### config.mk
export PLATFORM = sky130hd
export DESIGN_NAME = mem_bus_fabric_flat
export DESIGN_NICKNAME = d
export VERILOG_FILES = /design/src/rtl/mem_bus_fabric_if.sv /design/src/rtl/mem_bus_fabric.sv /design/src/flat_wrapper.sv
export SDC_FILE = /design/constraint.sdc
export NUM_CORES = 1
export LEC_CHECK = 0
export ABC_AREA = 1
export CORE_AREA = 2 2 146 148
export CTS_CLUSTER_DIAMETER = 40
export CTS_CLUSTER_SIZE = 40
export DETAILED_ROUTE_END_ITERATION = 10
export DIE_AREA = 0 0 148 150
export HOLD_SLACK_MARGIN = 0.08
export SLEW_MARGIN = 40
export SYNTH_ARGS = -nofsm -noshare
export SYNTH_HDL_FRONTEND = slang
export SYNTH_SLANG_ARGS = --single-unit
### constraint.sdc
create_clock -name clk -period 2.8 [get_ports clk]
set_input_delay 0.28 -clock clk [delete_from_list [all_inputs] [get_ports clk]]
set_output_delay 0.28 -clock clk [all_outputs]
set_load 0.05 [all_outputs]
### src/rtl/mem_bus_fabric_if.sv
// CPU-side native memory port plus the fanned-out slave channels.
// The fabric takes the slave modport; the CPU/slave environment takes master.
interface mem_bus_fabric_if #(
  parameter int NUM_SLAVES = 8
);
  logic                    mem_valid;
  logic [31:0]             mem_addr;
  logic [3:0]              mem_wstrb;
  logic                    mem_ready;
  logic [31:0]             mem_rdata;
  logic [NUM_SLAVES-1:0]   slv_select;
  logic [NUM_SLAVES-1:0]   slv_ready;
  logic [32*NUM_SLAVES-1:0] slv_rdata;

  modport slave (
    input  mem_valid, mem_addr, mem_wstrb,
    input  slv_ready, slv_rdata,
    output mem_ready, mem_rdata, slv_select
  );

  modport master (
    output mem_valid, mem_addr, mem_wstrb,
    output slv_ready, slv_rdata,
    input  mem_ready, mem_rdata, slv_select
  );
endinterface

### src/rtl/mem_bus_fabric.sv
// picorv32 native-port interconnect: base/mask decode, error capture/irq.
// Define BUS_TIMEOUT_EN to add the hung-slave watchdog.
module mem_bus_fabric #(
  parameter int NUM_SLAVES = 8,
  parameter logic [32*NUM_SLAVES-1:0] SLAVE_BASE = {NUM_SLAVES{32'h0}},
  parameter logic [32*NUM_SLAVES-1:0] SLAVE_MASK = {NUM_SLAVES{32'hFFFF_FFFF}},
  parameter int TIMEOUT_CYCLES = 255,
  parameter logic [31:0] ERR_RDATA = 32'hDEAD_BEEF
) (
  input  logic            clk,
  input  logic            reset,
  mem_bus_fabric_if.slave bus,
  input  logic            err_clear,
  output logic            bus_err_irq,
  output logic [31:0]     err_addr,
  output logic [2:0]      err_status
);

  if (NUM_SLAVES < 1 || NUM_SLAVES > 16) begin : g_bad_n
    $error("NUM_SLAVES must be 1..16");
  end
  if (TIMEOUT_CYCLES < 1 || TIMEOUT_CYCLES > 65535) begin : g_bad_to
    $error("TIMEOUT_CYCLES must be 1..65535");
  end

  typedef enum logic [1:0] {IDLE, ACCESS, RESP, ERR} state_e;

  state_e                state_q, state_d;
  logic [NUM_SLAVES-1:0] hit, pick;
  logic [NUM_SLAVES-1:0] sel_q, sel_d;
  logic [31:0]           rdata_q, rdata_d, sel_rdata;
  logic                  ready_q, ready_d;
  logic                  err_valid_q, err_valid_d;
  logic [31:0]           err_addr_q, err_addr_d;
  logic [2:0]            err_status_q, err_status_d;
  logic                  ack, expired, to_err, capture;
  logic [2:0]            cause;
  logic [31:0]           cause_addr, req_addr;
  logic                  req_wr;

  always_comb begin
    hit  = '0;
    pick = '0;
    for (int i = 0; i < NUM_SLAVES; i++)
      hit[i] = (bus.mem_addr & SLAVE_MASK[32*i +: 32])
               == SLAVE_BASE[32*i +: 32];
    // Walk downwards so the lowest-index hit is the one left standing.
    for (int i = NUM_SLAVES - 1; i >= 0; i--)
      if (hit[i]) begin
        pick    = '0;
        pick[i] = 1'b1;
      end
  end

  always_comb begin
    sel_rdata = '0;
    for (int i = 0; i < NUM_SLAVES; i++)
      if (sel_q[i]) sel_rdata |= bus.slv_rdata[32*i +: 32];
  end

  assign ack = |(bus.slv_ready & sel_q);

`ifdef BUS_TIMEOUT_EN
  localparam logic [15:0] CNT_LAST = 16'(TIMEOUT_CYCLES - 1);

  logic [15:0] cnt_q, cnt_d;
  logic [31:0] req_addr_q, req_addr_d;
  logic        req_wr_q, req_wr_d;

  always_comb begin
    cnt_d      = (state_q == ACCESS) ? cnt_q + 16'd1 : '0;
    req_addr_d = req_addr_q;
    req_wr_d   = req_wr_q;
    if (state_q == IDLE) begin
      req_addr_d = bus.mem_addr;
      req_wr_d   = |bus.mem_wstrb;
    end
  end

  always_ff @(posedge clk or posedge reset) begin
    if (reset) begin
      cnt_q      <= '0;
      req_addr_q <= '0;
      req_wr_q   <= 1'b0;
    end else begin
      cnt_q      <= cnt_d;
      req_addr_q <= req_addr_d;
      req_wr_q   <= req_wr_d;
    end
  end

  assign expired  = (cnt_q == CNT_LAST);
  assign req_addr = req_addr_q;
  assign req_wr   = req_wr_q;
`else
  assign expired  = 1'b0;
  assign req_addr = bus.mem_addr;
  assign req_wr   = |bus.mem_wstrb;
`endif

  always_comb begin
    state_d    = state_q;
    sel_d      = '0;
    ready_d    = 1'b0;
    rdata_d    = rdata_q;
    to_err     = 1'b0;
    cause      = '0;
    cause_addr = bus.mem_addr;
    unique case (state_q)
      IDLE: begin
        if (bus.mem_valid) begin
          if (|hit) begin
            sel_d   = pick;
            state_d = ACCESS;
          end else begin
            state_d = ERR;
            ready_d = 1'b1;
            rdata_d = ERR_RDATA;
            to_err  = 1'b1;
            cause   = {|bus.mem_wstrb, 1'b0, 1'b1};
          end
        end
      end
      ACCESS: begin
        // Ready beats the watchdog when both land on the same cycle.
        if (ack) begin
          state_d = RESP;
          ready_d = 1'b1;
          rdata_d = sel_rdata;
        end else if (expired) begin
          state_d    = ERR;
          ready_d    = 1'b1;
          rdata_d    = ERR_RDATA;
          to_err     = 1'b1;
          cause      = {req_wr, 1'b1, 1'b0};
          cause_addr = req_addr;
        end else begin
          sel_d = sel_q;
        end
      end
      RESP:    state_d = IDLE;
      ERR:     state_d = IDLE;
      default: state_d = IDLE;
    endcase
  end

  always_comb begin
    capture      = to_err && (!err_valid_q || err_clear);
    err_valid_d  = capture || (err_valid_q && !err_clear);
    err_addr_d   = capture ? cause_addr : err_addr_q;
    err_status_d = capture ? cause : err_status_q;
  end

  always_ff @(posedge clk or posedge reset) begin
    if (reset) begin
      state_q      <= IDLE;
      sel_q        <= '0;
      ready_q      <= 1'b0;
      rdata_q      <= '0;
      err_valid_q  <= 1'b0;
      err_addr_q   <= '0;
      err_status_q <= '0;
    end else begin
      state_q      <= state_d;
      sel_q        <= sel_d;
      ready_q      <= ready_d;
      rdata_q      <= rdata_d;
      err_valid_q  <= err_valid_d;
      err_addr_q   <= err_addr_d;
      err_status_q <= err_status_d;
    end
  end

  assign bus.slv_select = sel_q;
  assign bus.mem_ready  = ready_q;
  assign bus.mem_rdata  = rdata_q;
  assign bus_err_irq    = err_valid_q;
  assign err_addr       = err_addr_q;
  assign err_status     = err_status_q;

endmodule
### src/flat_wrapper.sv
// flat-port wrapper written by rule: the top's interface ports become plain ports
module mem_bus_fabric_flat 
#(
  parameter int NUM_SLAVES = 8,
  parameter logic [32*NUM_SLAVES-1:0] SLAVE_BASE = {NUM_SLAVES{32'h0}},
  parameter logic [32*NUM_SLAVES-1:0] SLAVE_MASK = {NUM_SLAVES{32'hFFFF_FFFF}},
  parameter int TIMEOUT_CYCLES = 255,
  parameter logic [31:0] ERR_RDATA = 32'hDEAD_BEEF
)
  (clk, reset, err_clear, bus_err_irq, err_addr, err_status, bus_mem_valid, bus_mem_addr, bus_mem_wstrb, bus_slv_ready, bus_slv_rdata, bus_mem_ready, bus_mem_rdata, bus_slv_select);
  mem_bus_fabric_if #(.NUM_SLAVES(NUM_SLAVES)) bus_i ();
  input  logic clk;
  input  logic reset;
  input  logic err_clear;
  output logic bus_err_irq;
  output logic [31:0] err_addr;
  output logic [2:0] err_status;
  input wire logic [$bits(bus_i.mem_valid)-1:0] bus_mem_valid;
  input wire logic [$bits(bus_i.mem_addr)-1:0] bus_mem_addr;
  input wire logic [$bits(bus_i.mem_wstrb)-1:0] bus_mem_wstrb;
  input wire logic [$bits(bus_i.slv_ready)-1:0] bus_slv_ready;
  input wire logic [$bits(bus_i.slv_rdata)-1:0] bus_slv_rdata;
  output wire logic [$bits(bus_i.mem_ready)-1:0] bus_mem_ready;
  output wire logic [$bits(bus_i.mem_rdata)-1:0] bus_mem_rdata;
  output wire logic [$bits(bus_i.slv_select)-1:0] bus_slv_select;
  assign bus_i.mem_valid = bus_mem_valid;
  assign bus_i.mem_addr = bus_mem_addr;
  assign bus_i.mem_wstrb = bus_mem_wstrb;
  assign bus_i.slv_ready = bus_slv_ready;
  assign bus_i.slv_rdata = bus_slv_rdata;
  assign bus_mem_ready = bus_i.mem_ready;
  assign bus_mem_rdata = bus_i.mem_rdata;
  assign bus_slv_select = bus_i.slv_select;
  mem_bus_fabric #(.NUM_SLAVES(NUM_SLAVES), .SLAVE_BASE(SLAVE_BASE), .SLAVE_MASK(SLAVE_MASK), .TIMEOUT_CYCLES(TIMEOUT_CYCLES), .ERR_RDATA(ERR_RDATA)) u_core (.clk(clk), .reset(reset), .bus(bus_i), .err_clear(err_clear), .bus_err_irq(bus_err_irq), .err_addr(err_addr), .err_status(err_status));
endmodule
==> impl_metrics.json <==
{
  "ctsLongestPathBuffers": 2,
  "drv_cap": 0,
  "synth.avg_cell_area_um2": 8.10,
  "endpoint": "u_core.bus.mem_rdata[16]",
  "yosysTopAreaCell": "dfrtp_1",
  "setup-tns-final_ps": 0,
  "hold_viol": 0,
  "drc_errors": 0,
  "synthesis.instances": 415,
  "synthesis.area_mm2": 0.00336,
  "finalWorstPathRequiredPeriod_ps": 1940,
  "grt_pass1_wl_um": 18700,
  "p_leak_nw": 2.59,
  "cp-startpoint": "bus_mem_addr[13]",
  "cp_max_fo": 33,
  "synth.most_common_cell": "nand2_1",
  "r2r_cells": 5,
  "synth_top_area_share_pct": 52.9,
  "ys_top_cells_by_area": "dfrtp_1 (53%), nand2_1 (20%), nand3_1 (4.8%)",
  "dp_hpwl_um": 9730,
  "ys.flop_type": "dfrtp_1",
  "rsz0062_at_grt": "no",
  "place_inst": 815,
  "clkSlewWorstSetupHoldPaths_ps": 50,
  "timing.fmax_mhz": 516,
  "worst-slew-pin-transition_ps": 698,
  "routed_wl_um": 12700,
  "synth_top_family_by_area": "simple AND/OR/NAND/NOR gates",
  "antenna_found_initial": 0,
  "drtIter0Drc": 97,
  "io_pins": 381,
  "portBuffers": 141,
  "stdcell_count": 830,
  "yosysWarnings": 0,
  "grt_pass1_vias": 3032,
  "fin_worst_skew_ps": 7.08,
  "core_area_mm2": 0.0207,
  "met1_length_um": 5220,
  "setup_viol": 0,
  "synth_xor_area_share_pct": 0,
  "finalMaxSlewViolations": 0,
  "die_width_um": 148,
  "cts_num_sinks": 71,
  "fp.dieH_um": 150,
  "setup.worst_path.end_class": "flop",
  "timing.rr.end": "u_core.bus.slv_select[0]",
  "crit_required_ps": 3020,
  "ys_seq_area_share_pct": 52.9,
  "track_usage_pct": 11.6,
  "ys_ff_latch": 71,
  "path_class": "input port to flop",
  "synth_edf_count": 0,
  "first_pass_iters": 5,
  "hp-class": "input port to async pin",
  "cts_setup_buffers": 0,
  "fin_ws_ps": 864,
  "grt_max_degree": 37,
  "postCtsHoldBufs": 0,
  "synthSimpleGateAreaFrac_pct": 30.2,
  "post-place-ws_ps": 437,
  "yosys-top-cells-count": "nand2_1 (176), dfrtp_1 (71), inv_1 (35)",
  "syn_to_final_growth_pct": 56.2,
  "drive_gt1_share_pct": 7.40,
  "cts-htree-levels": 3,
  "die_area_mm2": 0.0222,
  "tritoncts": "done",
  "post-route-period-util_pct": 69.2,
  "utilization_pct": 25.4,
  "met3WireLength_um": 2410,
  "cts_resized": 0,
  "status": "finished clean",
  "numCtsBuffers": 9,
  "routed.top_layer": "met4",
  "cts_root_buf": "clkbuf_16",
  "ant_nets": 0,
  "ys_async_sr_fraction_pct": 100,
  "synthMuxAreaShare_pct": 0,
  "p_per_area_mw_per_mm2": 420,
  "gp_congestion": 0.729,
  "slew_headroom_pct": 53.3,
  "synth_compound_area_share_pct": 5.81,
  "start_util_pct": 16.2,
  "cp-start-kind": "input port",
  "dr_wl_met2_um": 4980,
  "avgViaCountPerCell": 3.62,
  "vias": 3005,
  "ir_worst_vdd_uv": 223,
  "synth_fa_ha_area_share_pct": 0,
  "ff2ff_setup_slack_ps": 990,
  "nets": 855,
  "crit_arrival_ps": 2150,
  "rr_startpoint": "u_core.state_q[1]",
  "clock_latency_ps": 330,
  "overflow": 0,
  "wire_per_inst_um": 15.3,
  "ys_types": 26,
  "fp-row-count": 53
}
## state kept, by name, summed over array words and instances, names as in the netlist
signal                 cells
u_core.state_q             2
u_core.err_addr           32
u_core.bus.mem_ready       1
u_core.bus_err_irq         1
u_core.err_status          2
u_core.bus.slv_select      1
u_core.bus.mem_rdata      32
## how the worst min path moves through the flow
stage | end | depth (start not counted) | slack [ps] | startpoint
finish | u_core.bus.mem_rdata[25] | 2 | 340 | reset
floorplan | u_core.err_addr[7] | 2 | 410 | bus_mem_addr[7]
global route | u_core.bus.mem_rdata[25] | 2 | 390 | reset
global placement | u_core.err_status[0] | 2 | 450 | u_core.err_status[0]
detailed placement | u_core.err_status[0] | 2 | 460 | u_core.err_status[0]
CTS | u_core.bus.mem_rdata[25] | 2 | 370 | reset
## layer usage
metal | up-vias | track usage [%]
li1 | 1522 | -
met1 | 1365 | 13.6
met2 | 110 | 15.3
met3 | 8 | 10.2
met4 | 0 | 3.71
met5 | - | 0
## power breakdown
group | internal, mW | leakage [nW] | switching [mW]
combinational | 0.0967 | 1.49 | 0.0831
sequential | 1.03 | 0.977 | 0
clock | 0.587 | 0.122 | 0.408
total | 1.71 | 2.59 | 0.491
## area by class of cell
class                   instances  area (um^2)
diodes                          1         2.50
clock buffers                  12          236
clock inverters                 2         10.0
fillers                      2288        15400
inverters                      40          151
multi-input cells             281         1240
flip-flops and latches         71         1780
well taps                     275          344
repair buffers                148         1490
## worst max-delay path, stage by stage
cell	delay, ps
clkdlybuf4s50_1	440
inv_1	100
nand2_1	60
nor2_1	120
nand2_1	110
nor2_4	170
nand2_4	90
nand2_4	250
nand2_4	290
nand2_1	170
nand2_1	60
## cells by family (layout without fill, tap and decap cells)
logic type      after synthesis  count (layout)
simple gates                240             240
other cells                   1               9
flops                        71              71
buf+inv                      70             202
compound gates               33              33
## stage by stage
| step | cell area, um^2 | total power, mW | hold slack [ps] |
|---|---|---|---|
| final | 5250 | 2.20 | 339 |
| after global routing | 5240 | 2.29 | 389 |
| after CTS | 5240 | 2.25 | 366 |
| after detailed placement | 5000 | 1.23 | 463 |
| after global placement | 5000 | 1.23 | 450 |
| after floorplan | 3390 | 1.11 | 411 |
## cells in the final DEF (no fill, tap or decap)
cell type        netlist  routed
a21oi_1                1       1
buf_12                 0       2
buf_4                 11       6
clkbuf_1               9       3
clkbuf_16              0       9
clkdlybuf4s50_1        0     140
clkinv_1               1       1
clkinv_2               0       3
conb_1                 1       8
dfrtp_1               71      71
diode_2                0       1
inv_1                 35      34
inv_2                  4       4
nand2_1              176     176
nand2_4                3       3
nand3_1               32      32
nand3_2                1       1
nand3_4                1       1
nand4_1                3       3
nor2_1                19      19
nor2_2                 1       1
nor2_4                 2       2
nor4_1                 1       1
o21ai_0               12      12
o21ai_1               12      12
o21ai_2                8       8
or2_2                  1       1
No activity file was read; power rests on OpenSTA's default activity.
